<file path="src/rtl/div_32_16_seq.sv">
// Sequential signed 32/16 divider: radix-2 restoring division on magnitudes, one quotient bit per clock.
// Optional build macro DIV_OVF_SAT_EN saturates QUOT (and zeroes REM) when the quotient overflows.
module div_32_16_seq (
  input  logic        CLK,
  input  logic        RST,
  input  logic        IN_VALID,
  output logic        IN_READY,
  input  logic [31:0] DIVIDEND,
  input  logic [15:0] DIVISOR,
  output logic        OUT_VALID,
  input  logic        OUT_READY,
  output logic [15:0] QUOT,
  output logic [15:0] REM,
  output logic        OVF,
  output logic        DIV0
);

  // state | meaning
  // IDLE  | ready for a new operation
  // CALC  | 32 restoring iterations, counter 0..31
  // FIX   | apply signs, detect overflow, register result
  // DONE  | result valid, held until OUT_READY
  typedef enum logic [1:0] {S_IDLE, S_CALC, S_FIX, S_DONE} state_t;

  state_t      state_q, state_d;
  logic [4:0]  cnt_q, cnt_d;
  logic [31:0] dvd_q, dvd_d;      // dividend magnitude shifts out, quotient shifts in
  logic [15:0] pr_q, pr_d;        // partial remainder
  logic [15:0] dvs_q, dvs_d;
  logic        neg_dvd_q, neg_dvd_d;
  logic        neg_dvs_q, neg_dvs_d;
  logic [15:0] quot_q, quot_d;
  logic [15:0] rem_q, rem_d;
  logic        ovf_q, ovf_d;
  logic        div0_q, div0_d;

  logic [31:0] dvd_abs;
  logic [15:0] dvs_abs;
  logic [16:0] shifted;
  logic [17:0] trial;
  logic        q_neg;
  logic [32:0] q_signed;
  logic [15:0] r_signed;
  logic        q_ovf;

  assign dvd_abs = DIVIDEND[31] ? (32'd0 - DIVIDEND) : DIVIDEND;
  assign dvs_abs = DIVISOR[15]  ? (16'd0 - DIVISOR)  : DIVISOR;

  assign shifted = {pr_q, dvd_q[31]};
  assign trial   = {1'b0, shifted} - {2'b00, dvs_q};

  assign q_neg    = neg_dvd_q ^ neg_dvs_q;
  assign q_signed = q_neg ? (33'd0 - {1'b0, dvd_q}) : {1'b0, dvd_q};
  assign r_signed = neg_dvd_q ? (16'd0 - pr_q) : pr_q;
  // in range iff bits 32..15 are a pure sign extension
  assign q_ovf    = !((&q_signed[32:15]) || (~|q_signed[32:15]));

  always_comb begin
    state_d   = state_q;
    cnt_d     = cnt_q;
    dvd_d     = dvd_q;
    pr_d      = pr_q;
    dvs_d     = dvs_q;
    neg_dvd_d = neg_dvd_q;
    neg_dvs_d = neg_dvs_q;
    quot_d    = quot_q;
    rem_d     = rem_q;
    ovf_d     = ovf_q;
    div0_d    = div0_q;

    case (state_q)
      S_IDLE: begin
        if (IN_VALID) begin
          dvd_d     = dvd_abs;
          dvs_d     = dvs_abs;
          neg_dvd_d = DIVIDEND[31];
          neg_dvs_d = DIVISOR[15];
          pr_d      = 16'd0;
          cnt_d     = 5'd0;
          state_d   = S_CALC;
        end
      end
      S_CALC: begin
        // a zero divisor makes every trial succeed; that result is discarded in FIX
        if (!trial[17]) begin
          pr_d  = trial[15:0];
          dvd_d = {dvd_q[30:0], 1'b1};
        end else begin
          pr_d  = shifted[15:0];
          dvd_d = {dvd_q[30:0], 1'b0};
        end
        cnt_d = cnt_q + 5'd1;
        if (cnt_q == 5'd31) state_d = S_FIX;
      end
      S_FIX: begin
        if (dvs_q == 16'd0) begin
          quot_d = 16'hFFFF;
          rem_d  = 16'h0000;
          ovf_d  = 1'b0;
          div0_d = 1'b1;
        end else begin
          ovf_d  = q_ovf;
          div0_d = 1'b0;
`ifdef DIV_OVF_SAT_EN
          quot_d = q_ovf ? (q_neg ? 16'h8000 : 16'h7FFF) : q_signed[15:0];
          rem_d  = q_ovf ? 16'h0000 : r_signed;
`else
          quot_d = q_signed[15:0];
          rem_d  = r_signed;
`endif
        end
        state_d = S_DONE;
      end
      S_DONE: begin
        if (OUT_READY) state_d = S_IDLE;
      end
      default: state_d = S_IDLE;
    endcase
  end

  always_ff @(posedge CLK or posedge RST) begin
    if (RST) begin
      state_q   <= S_IDLE;
      cnt_q     <= 5'd0;
      dvd_q     <= 32'd0;
      pr_q      <= 16'd0;
      dvs_q     <= 16'd0;
      neg_dvd_q <= 1'b0;
      neg_dvs_q <= 1'b0;
      quot_q    <= 16'd0;
      rem_q     <= 16'd0;
      ovf_q     <= 1'b0;
      div0_q    <= 1'b0;
    end else begin
      state_q   <= state_d;
      cnt_q     <= cnt_d;
      dvd_q     <= dvd_d;
      pr_q      <= pr_d;
      dvs_q     <= dvs_d;
      neg_dvd_q <= neg_dvd_d;
      neg_dvs_q <= neg_dvs_d;
      quot_q    <= quot_d;
      rem_q     <= rem_d;
      ovf_q     <= ovf_d;
      div0_q    <= div0_d;
    end
  end

  assign IN_READY  = (state_q == S_IDLE) && !RST;
  assign OUT_VALID = (state_q == S_DONE);
  assign QUOT      = quot_q;
  assign REM       = rem_q;
  assign OVF       = ovf_q;
  assign DIV0      = div0_q;

endmodule
</file>
<file path="config.mk">
export PLATFORM = sky130hd
export DESIGN_NAME = div_32_16_seq
export DESIGN_NICKNAME = d
export VERILOG_FILES = /design/src/rtl/div_32_16_seq.sv
export SDC_FILE = /design/constraint.sdc
export NUM_CORES = 1
export LEC_CHECK = 0
export CORE_MARGIN = 1.5
export CORE_UTILIZATION = 57
export DETAILED_ROUTE_END_ITERATION = 6
export PLACE_DENSITY_LB_ADDON = 0.08
export SYNTH_ARGS = -nofsm -noshare
export SYNTH_HDL_FRONTEND = slang
export SYNTH_SLANG_ARGS = --single-unit
</file>
<file path="constraint.sdc">
create_clock -name CLK -period 5.85 [get_ports CLK]
set_clock_uncertainty 0.2 [all_clocks]
set_input_delay 1.755 -clock CLK [delete_from_list [all_inputs] [get_ports CLK]]
set_output_delay 1.755 -clock CLK [all_outputs]
set_load 0.01 [all_outputs]
</file>
## Yosys cells after proc, flatten, opt, wreduce, memory -nomap -nowiden

Index checks and enable logic that the tools add are counted.

| word-level totals | value |
|---|---|
| output and inout port bits | 36 |
| register bits | 107 |

| cells by class | value |
|---|---|
| bitwise logic cells | 1 |
| equality and inequality tests | 7 |
| multiplexer cells | 20 |
| reductions and logical operators | 13 |
| $add $sub $neg | 6 |

Operators by type and width:

| cell | number |
|---|---|
| 16-bit 2-to-1 mux | 6 |
| 32-bit 2-to-1 mux | 2 |
| 32-bit case mux with 2 select lines | 1 |
| 33-bit 2-to-1 mux | 1 |
| 1-bit by 32-bit subtractor with 33-bit output, first input constant | 1 |
| 16-bit case mux with 2 select lines | 1 |
| 1-bit by 16-bit subtractor with 16-bit output, first input constant | 2 |
| 1-bit by 32-bit subtractor with 32-bit output, first input constant | 1 |
| 18-bit AND reduction | 1 |
| 18-bit OR reduction | 1 |
| 17-bit by 16-bit subtractor with 18-bit output | 1 |
| 16-bit zero test | 1 |
| 5-bit case mux with 2 select lines | 1 |
| 2-bit case mux with 4 select lines | 1 |
| 2-bit 2-to-1 mux | 3 |
| 5-bit by 1-bit adder with 5-bit output, second input constant | 1 |
| 5-bit == test, second input constant | 1 |
| 5-bit 2-to-1 mux | 1 |
| 2-bit == test, second input constant | 2 |
| 2-bit inequality test, second input constant | 2 |
| 2-bit AND reduction | 2 |
| 1-bit zero test | 3 |
| 1-bit 2-to-1 mux | 3 |
| 3-bit AND reduction | 1 |
| other kinds (7) | 7 |

## Logic depth before layout (Yosys ltp)

Gate-level depths: netlist (run 1).

| logic depth | value |
|---|---|
| depth after elaboration | 7 |
| depth in mapped cells | 12 |
| gate-level depth less buffers | 12 |

## Least setup slack after synthesis (run 1)

Ideal clock, no wire load.

| timing path | value |
|---|---|
| path kind | input -> register |
| from | input port DIVIDEND[10] |
| to | register dvd_q[30] |
| arrival time | 3.607 ns |
| path slack | 1.913 ns |
| library setup time | 0.130 ns |
| stages on the path | 8 |
| required time | 5.520 ns |
| cells stage by stage | or4_1 nor4_1 nand3_1 o21a_1 a21oi_1 nand2_1 xnor2_1 o21ai_0 |

| between the ends | value |
|---|---|
| word-level cells in the longest chain between the ends | 4 |

Ends and longest elaborated chain:

| item | RTL line | RTL |
|---|---|---|
| from (decl) | 8 | `input logic [31:0] DIVIDEND,` |
| 1-bit by 32-bit subtractor with 32-bit output | 46 | `assign dvd_abs = DIVIDEND[31] ? (32'd0 - DIVIDEND) : DIVIDEND;` |
| 32-bit 2-to-1 mux | 46 |  |
| 32-bit 2-to-1 mux | 73 | `if (IN_VALID) begin` |
| 32-bit case mux with 2 select lines | 71 | `case (state_q)` |
| to (signal assigned) | 137 | `dvd_q <= dvd_d;` |
| to (decl) | 27 | `logic [31:0] dvd_q, dvd_d;` |

Every way passes these cells. The select of a mux whose other input is x is not followed.
A chain may end at the register's enable or synchronous reset.

## Final worst setup path (run 1)

| timing path | value |
|---|---|
| from | input port RST |
| to | output port IN_READY |

| between the ends | value |
|---|---|
| word-level cells in the longest chain between the ends | 2 |

Ends and longest elaborated chain:

| item | RTL line | RTL |
|---|---|---|
| from (decl) | 5 | `input logic RST,` |
| 1-bit zero test | 149 | `assign IN_READY = (state_q == S_IDLE) && !RST;` |
| 1-bit logical AND | 149 |  |
| to (decl) | 7 | `output logic IN_READY,` |

Every way passes these cells.

==> results.toml, run 1 <==
[outcome]
outcome = "finished clean"

[route]
drt-total-wl_um = 17700
drc_errors = 0
first_pass_iters = 5
ant_nets = 0
route.vias.total = 6345
post_drt_wl_per_cell_um = 16.6
drt_iter0_drc = 417
via_per_inst = 5.93

[power]
combPwrFrac = 0.609
p_sw_uw = 2490
power.share.switching = 0.469
p_int_uw = 2830
vdd.ir_drop.worst_uv = 316
power_frac_clock = 0.110
leakagePower_uw = 0.00358
power_frac_seq = 0.280
p_per_area_nw_per_um2 = 626

[layout]
n_fill_cell = 1063
multi_input_area_um2 = 4190
seq_area_um2 = 2680
drive_above_1_share = 0.0512
antenna_cells = 0
syn_to_final_growth_pct = 16.9
nNetsFinal = 972

[setup_path]
worstSetupStartpointType = "input port"
crit_fanout = 2
endpoint_kind = "primary output"
critical_path_required_ps = 3890
worst_ep_arrival_time_ps = 2910
critical_path_class = "input port to primary output"

[timing]
hold_viol_final = 0
setup_tns_ps = 0
fmax_mhz = 206
final-max-slew-violation-count = 0
layout_setup_ws_ps = 988
fin_crit_sh = 0.831
fin_crit_ps = 4860
worstMarginPinSlew_ps = 1180
setup_viol = 0
whs_ps = 299
rsz0062_at_grt = "false"
maxSlewHeadroom = 0.213

[yosys]
synthAdderAreaFrac = 0.0475
synth_top_family_by_area = "compound AO/OA/AOI/OAI gates"
synth_area_um2 = 7270
muxShareOfSynthArea = 0.0281
syn_avg_cell_area_um2 = 8.76
synth_area_leader_cell = "dfrtp_1"
dominantRegCellSynth = "dfrtp_1"
synth_seq_area_share = 0.368
synth-edff-count = 0
synth-compound-area-share = 0.218
synth_xor_area_frac = 0.118
ys_types = 73
synth_top_area_frac = 0.368
synth_seq_cells = 107
synthCells = 830
yosys-top-cells-area = "dfrtp_1, xor2_1, ha_1"
synthSimpleGateAreaFrac = 0.165
yosysWarnings = 0
synth_nets = 909
async_flop_share = 1.00

[grt]
grt_max_degree = 45
overflow = 0
antenna_found_initial = 0
grt_pass1_wl_um = 28900
gr-usage-all-layers = 0.274
grt_pass1_vias = 5867

[clock_network]
clk_transition_reported_paths_ps = 80
clock_latency_ps = 360
cts_buffer_depth = 2
cts_tree = "built"
postCtsResizedCells = 0
cts_made_buffers = 9
cts.sinks = 107
postCtsSetupBuffers = 0
htree_levels = 3
cts_hold_buf = 0
root_buffer = "clkbuf_16"

[job]
drv_cap = 0

[die]
fp.dieW_um = 116
core_area_um2 = 12500
core.rowCount = 41
initial_core_util = 0.581
chipHeight_um = 116
dieArea_um2 = 13400
io_pins = 88

[placement]
dp_slack_ps = 994
gp_congestion = 0.903
port-buffer-count = 87
hpwl_um = 13100

[hold_path]
hold_path.class = "flop to flop"
## through the flow
stage	utilization	total power, uW	cells	instance area [um^2]
3_5_place_dp	0.657	4710	1054	8220
2_1_floorplan	-	3870	830	7270
5_1_grt	0.679	5770	1070	8500
6_report	0.679	5320	1070	8500
4_1_cts	0.679	5300	1070	8500
3_3_place_gp	0.657	4590	1054	8220
## worst paths after layout
check	startpoint	end	slack [ps]	cells past startpoint
hold / removal	QUOT[10]$_DFFE_PP0P_	QUOT[10]$_DFFE_PP0P_	300	1
setup reg to reg	dvd_q[0]$_DFFE_PP0P_	OVF$_DFFE_PP0P_	2130	10
max in group asynchronous	RST	dvd_q[6]$_DFFE_PP0P_	2990	3
setup / recovery	RST	IN_READY	990	3
hold reg to reg	QUOT[10]$_DFFE_PP0P_	QUOT[10]$_DFFE_PP0P_	300	1
min in group asynchronous	RST	state_q[0]$_DFFE_PP0P_	1620	2
## cells in the final DEF, fill, tap and decap left out, types with 13 or more instances in the layout
cell	count
a21oi_1	41
a22oi_1	23
clkdlybuf4s50_1	87
dfrtp_1	107
ha_1	26
inv_1	50
mux2i_1	17
nand2_1	78
nand3_1	13
nor2_1	54
nor3_1	16
o21ai_0	64
o21ai_1	17
o22ai_1	23
o31ai_1	26
or3_1	14
xnor2_1	30
xor2_1	66
## cell usage after synthesis (18+ instances only)
cell type / number
nor2_1: 54
xnor2_1: 30
o22ai_1: 23
nand2_1: 78
inv_1: 51
o31ai_1: 26
o21ai_1: 18
xor2_1: 66
ha_1: 26
clkbuf_1: 35
a21oi_1: 41
o21ai_0: 64
a22oi_1: 23
dfrtp_1: 107
## area by class of cell
type                            count  area share
Clock buffer                       10      0.0269
Clock inverter                      6     0.00589
Inverter                           51      0.0228
Multi-Input combinational cell    628       0.494
Sequential cell                   107       0.315
Tap cell                          172      0.0253
Timing Repair Buffer               96       0.110
## kinds of logic after synthesis
group,count (synthesis)
multiplexers,20
buffers and inverters,95
XOR/XNOR,97
adder cells (fa/ha/maj),27
AO/OA/AOI/OAI,249
AND/OR/NAND/NOR,235
flip-flops,107
## flip-flops by register name, indices dropped and copies added, names as in the netlist
signal,cells
neg_dvs_q,1
state_q,2
dvd_q,32
cnt_q,5
OVF,1
REM,16
DIV0,1
QUOT,16
pr_q,16
neg_dvd_q,1
dvs_q,16
## power groups by stage
stage | Combinational, uW | Clock [uW] | Sequential, uW
after global routing | 3600 | 621 | 1550
after CTS | 3230 | 592 | 1490
after detailed placement | 3210 | 0 | 1500
after floorplan | 2480 | 0 | 1390
after global placement | 3110 | 0 | 1470
final | 3240 | 586 | 1490
## layer usage
| layer | track usage | vias to the layer above | wire length [um] |
|---|---|---|---|
| li1 | - | 3110 | - |
| met5 | 0 | - | 0 |
| met4 | 0.0659 | 0 | 240 |
| met3 | 0.0528 | 23 | 1200 |
| met1 | 0.391 | 3011 | 8310 |
| met2 | 0.430 | 201 | 7990 |
## critical path: stages
cell and delay [ps]:
clkdlybuf4s50_1 460, nor2b_1 140, clkdlybuf4s50_1 550
No activity file was read; power rests on OpenSTA's default activity.
==> inputs of run 2 (changes only) <==
- clock period: 5.85 -> 4.52 ns (I/O delays scaled with it)
==> results.toml, run 2 (synthesis gave the netlist of run 1 again) <==
[outcome]
outcome = "finished clean"

[placement]
gp_congestion = 0.902
hpwl_um = 13400
port-buffer-count = 87

[setup_path]
worstSetupStartpointType = "input port"
critical_path_required_ps = 2960
endpoint_kind = "primary output"
worst_ep_arrival_time_ps = 2490
crit_fanout = 2
critical_path_class = "input port to primary output"

[layout]
drive_above_1_share = 0.0554
most-common-layout-cells = "dfrtp_1, clkdlybuf4s50_1, nand2_1"
n_fill_cell = 1060
antenna_cells = 0
largest_reg_flops = 32
nNetsFinal = 976
largest_register = "dvd_q"
post-route-util = 0.683
syn_to_final_growth_pct = 17.7
mostFrequentLayoutCell = "dfrtp_1"

[hold_path]
hold_path.class = "flop to flop"

[timing]
fmax_mhz = 247
setup_tns_ps = 0
whs_ps = 299
hold_viol_final = 0
fin_crit_sh = 0.896
fin_crit_ps = 4050
setup_viol = 0
final-max-slew-violation-count = 0
rsz0062_at_grt = "false"
maxSlewHeadroom = 0.385
worstMarginPinSlew_ps = 920

[clock_network]
clock_latency_ps = 360
htree_levels = 3
postCtsResizedCells = 0
root_buffer = "clkbuf_16"
cts_buffer_depth = 2
cts_tree = "built"
cts_hold_buf = 0
cts.sinks = 107
cts_made_buffers = 9
postCtsSetupBuffers = 0
clk_transition_reported_paths_ps = 70

[route]
drt-total-wl_um = 18300
first_pass_iters = 5
ant_nets = 0
via_per_inst = 5.93
drt_iter0_drc = 470
route.vias.total = 6373
drc_errors = 0
post_drt_wl_per_cell_um = 17.0

[grt]
antenna_found_initial = 0
grt_max_degree = 55
overflow = 0
gr-usage-all-layers = 0.279
grt_pass1_wl_um = 29300
grt_pass1_vias = 6003

[power]
vdd.ir_drop.worst_uv = 437
leakagePower_uw = 0.00361
p_per_area_nw_per_um2 = 815

[die]
fp.dieW_um = 116
initial_core_util = 0.581
core_area_um2 = 12500
chipHeight_um = 116
io_pins = 88
dieArea_um2 = 13400
core.rowCount = 41

[job]
drv_cap = 0
[run 2: where the power goes]
group / leakage (uW) / internal (uW) / switching (uW)
Clock: 0.000139 / 430 / 370
Combinational: 0.00214 / 1900 / 2340
Sequential: 0.00134 / 1390 / 540
Total: 0.00361 / 3720 / 3250
[run 2: stage by stage]
stage | cells | power (uW) | instance area (um^2) | setup WS [ps]
final | 1074 | 6970 | 8550 | 471
after CTS | 1074 | 6940 | 8550 | 468
after detailed placement | 1058 | 6130 | 8260 | 285
after global placement | 1058 | 5950 | 8260 | 360
after global routing | 1074 | 7560 | 8550 | 390
after floorplan | 830 | 5010 | 7270 | 147
[run 2: per-layer routing]
layer | share of wire | up-vias | track usage
met1 | 0.47 | 3009 | 0.400
met2 | 0.45 | 228 | 0.434
li1 | - | 3116 | -
met3 | 0.064 | 20 | 0.0497
met5 | 0 | - | 0
met4 | 0.014 | 0 | 0.0870
[run 2: critical path, stage by stage]
cell             delay [ps]
clkdlybuf4s50_1         460
nor2b_1                 140
clkdlybuf4s50_1         540
[run 2: cell type report]
cell class	instances	area [um^2]	share of cell area
Clock buffer	10	229	0.0268
Clock inverter	6	63.8	0.00746
Inverter	51	194	0.0227
Multi-Input combinational cell	628	4190	0.490
Sequential cell	107	2680	0.313
Tap cell	172	215	0.0252
Timing Repair Buffer	100	981	0.115
[run 2: path summary, 6_finish.rpt]
| path | startpoint | endpoint | slack, ps | cells after the start |
|---|---|---|---|---|
| worst min-delay path | QUOT[10]$_DFFE_PP0P_ | QUOT[10]$_DFFE_PP0P_ | 300 | 1 |
| max in group asynchronous | RST | dvd_q[16]$_DFFE_PP0P_ | 2160 | 3 |
| worst max-delay path | RST | IN_READY | 470 | 3 |
| worst max register to register | dvd_q[0]$_DFFE_PP0P_ | OVF$_DFFE_PP0P_ | 1060 | 11 |
| min in group asynchronous | RST | state_q[1]$_DFFE_PP0P_ | 1280 | 2 |
| worst min register to register | QUOT[10]$_DFFE_PP0P_ | QUOT[10]$_DFFE_PP0P_ | 300 | 1 |
==> inputs of run 3 (changes only) <==
--- a/config.mk
+++ b/config.mk
@@ -7,4 +7,3 @@
 export LEC_CHECK = 0
-export CORE_MARGIN = 1.5
-export CORE_UTILIZATION = 57
+export CORE_UTILIZATION = 45
 export DETAILED_ROUTE_END_ITERATION = 6
--- a/constraint.sdc
+++ b/constraint.sdc
@@ -4,2 +4,2 @@
 set_output_delay 1.356 -clock CLK [all_outputs]
-set_load 0.01 [all_outputs]
+set_load 0.02 [all_outputs]
==> results.toml, run 3 (synthesis gave the netlist of run 1 again) <==
[outcome]
outcome = "finished clean"

[die]
chipHeight_um = 129
fp.dieW_um = 129
dieArea_um2 = 16700
io_pins = 88
initial_core_util = 0.459
core.rowCount = 46
core_area_um2 = 15800

[timing]
fin_crit_ps = 4110
final-max-slew-violation-count = 0
worstMarginPinSlew_ps = 924
fin_crit_sh = 0.910
maxSlewHeadroom = 0.382
rsz0062_at_grt = "false"
hold_viol_final = 0
setup_tns_ps = 0
setup_viol = 0
fmax_mhz = 243

[placement]
gp_congestion = 0.888
hpwl_um = 13800
post_dp_cell_area_um2 = 8320
port-buffer-count = 87

[job]
drv_cap = 0

[route]
drc_errors = 0
drt_iter0_drc = 453
via_per_inst = 5.70
drt-total-wl_um = 18700
post_drt_wl_per_cell_um = 16.7
first_pass_iters = 5
ant_nets = 0
route.vias.total = 6386

[setup_path]
crit_path_end = "IN_READY"
path_cells = "clkdlybuf4s50_1 -> nor2b_1 -> clkdlybuf4s50_1"
endpoint_kind = "primary output"
critical_path.startpoint = "RST"
reg2reg_slack_ps = 1120
critical_path_class = "input port to primary output"
ff2ff_path_depth = 8
timing.rr.end = "OVF$_DFFE_PP0P_"
worstSetupStartpointType = "input port"
critical_path_required_ps = 2960
r2r_start = "dvd_q[2]$_DFFE_PP0P_"
crit_fanout = 2
crit_path_max_incr_delay_ps = 610
cp_slowest_cell = "clkdlybuf4s50_1"
crit_top_cell = "clkdlybuf4s50_1"
worst_ep_arrival_time_ps = 2560

[power]
leakagePower_uw = 0.00361
p_per_area_nw_per_um2 = 818
vdd.ir_drop.worst_uv = 454

[layout]
n_fill_cell = 1428
largest_register = "dvd_q"
most-common-layout-cells = "dfrtp_1, clkdlybuf4s50_1, nand2_1"
antenna_cells = 0
drive_above_1_share = 0.0575
mostFrequentLayoutCell = "dfrtp_1"
final_area_um2 = 8600
largest_reg_flops = 32
syn_to_final_growth_pct = 18.3
nNetsFinal = 978

[clock_network]
cts_buffer_depth = 2
htree_levels = 3
cts_hold_buf = 0
clock_latency_ps = 350
cts.sinks = 107
postCtsResizedCells = 0
cts_made_buffers = 9
root_buffer = "clkbuf_16"
cts_tree = "built"
clk_transition_reported_paths_ps = 70
postCtsSetupBuffers = 0

[grt]
grt_pass1_vias = 6071
grt_max_degree = 56
grt_pass1_wl_um = 30900
antenna_found_initial = 0
gr-usage-all-layers = 0.236
overflow = 0

[hold_path]
hold_path.class = "flop to flop"
## run 3: final cells by class
type	count	area [um^2]	area share
Clock inverter	6	47.5	0.00553
Clock buffer	10	229	0.0266
Tap cell	216	270	0.0314
Inverter	51	194	0.0226
Sequential cell	107	2680	0.311
Multi-Input combinational cell	628	4190	0.488
Timing Repair Buffer	102	983	0.114
## run 3: worst max-delay path: cells and delay by family
family	cells	cell delay, ps
AND/OR/NAND/NOR	1	130
buffers and inverters	2	1070
## run 3: worst min path at each step
stage                          startpoint               endpoint  slack (ps)  cells past startpoint
global placement         DIV0$_DFFE_PP0P_       DIV0$_DFFE_PP0P_         280                      2
CTS                      DIV0$_DFFE_PP0P_       DIV0$_DFFE_PP0P_         300                      2
floorplan           dvs_q[10]$_DFFE_PP0P_  dvs_q[10]$_DFFE_PP0P_         270                      2
finish                   DIV0$_DFFE_PP0P_       DIV0$_DFFE_PP0P_         290                      2
detailed placement       DIV0$_DFFE_PP0P_       DIV0$_DFFE_PP0P_         280                      2
global route        dvs_q[14]$_DFFE_PP0P_  dvs_q[14]$_DFFE_PP0P_         340                      2
## run 3: per-layer routing
layer,part of all wire,vias to the layer above,track usage
met3,0.044,17,0.0235
met1,0.51,3034,0.353
met2,0.43,212,0.362
li1,-,3123,-
met4,0.013,0,0.0706
met5,0,-,0
## run 3: power by group
| part | total, uW | switching, uW | internal, uW |
|---|---|---|---|
| logic | 4340 | 2430 | 1910 |
| registers | 1930 | 542 | 1390 |
| clock network | 763 | 383 | 380 |
| total | 7030 | 3350 | 3680 |
## run 3: per-stage QoR
step | hold WS (ps) | std cells | setup slack, ps | power [uW] | util
6_report | 294 | 1120 | 405 | 7030 | 0.543
5_1_grt | 340 | 1120 | 352 | 7640 | 0.543
4_1_cts | 300 | 1120 | 395 | 7050 | 0.543
3_5_place_dp | 281 | 1104 | 256 | 6260 | 0.526
3_3_place_gp | 277 | 1104 | 336 | 6150 | 0.526
2_1_floorplan | 272 | 830 | 147 | 5120 | -
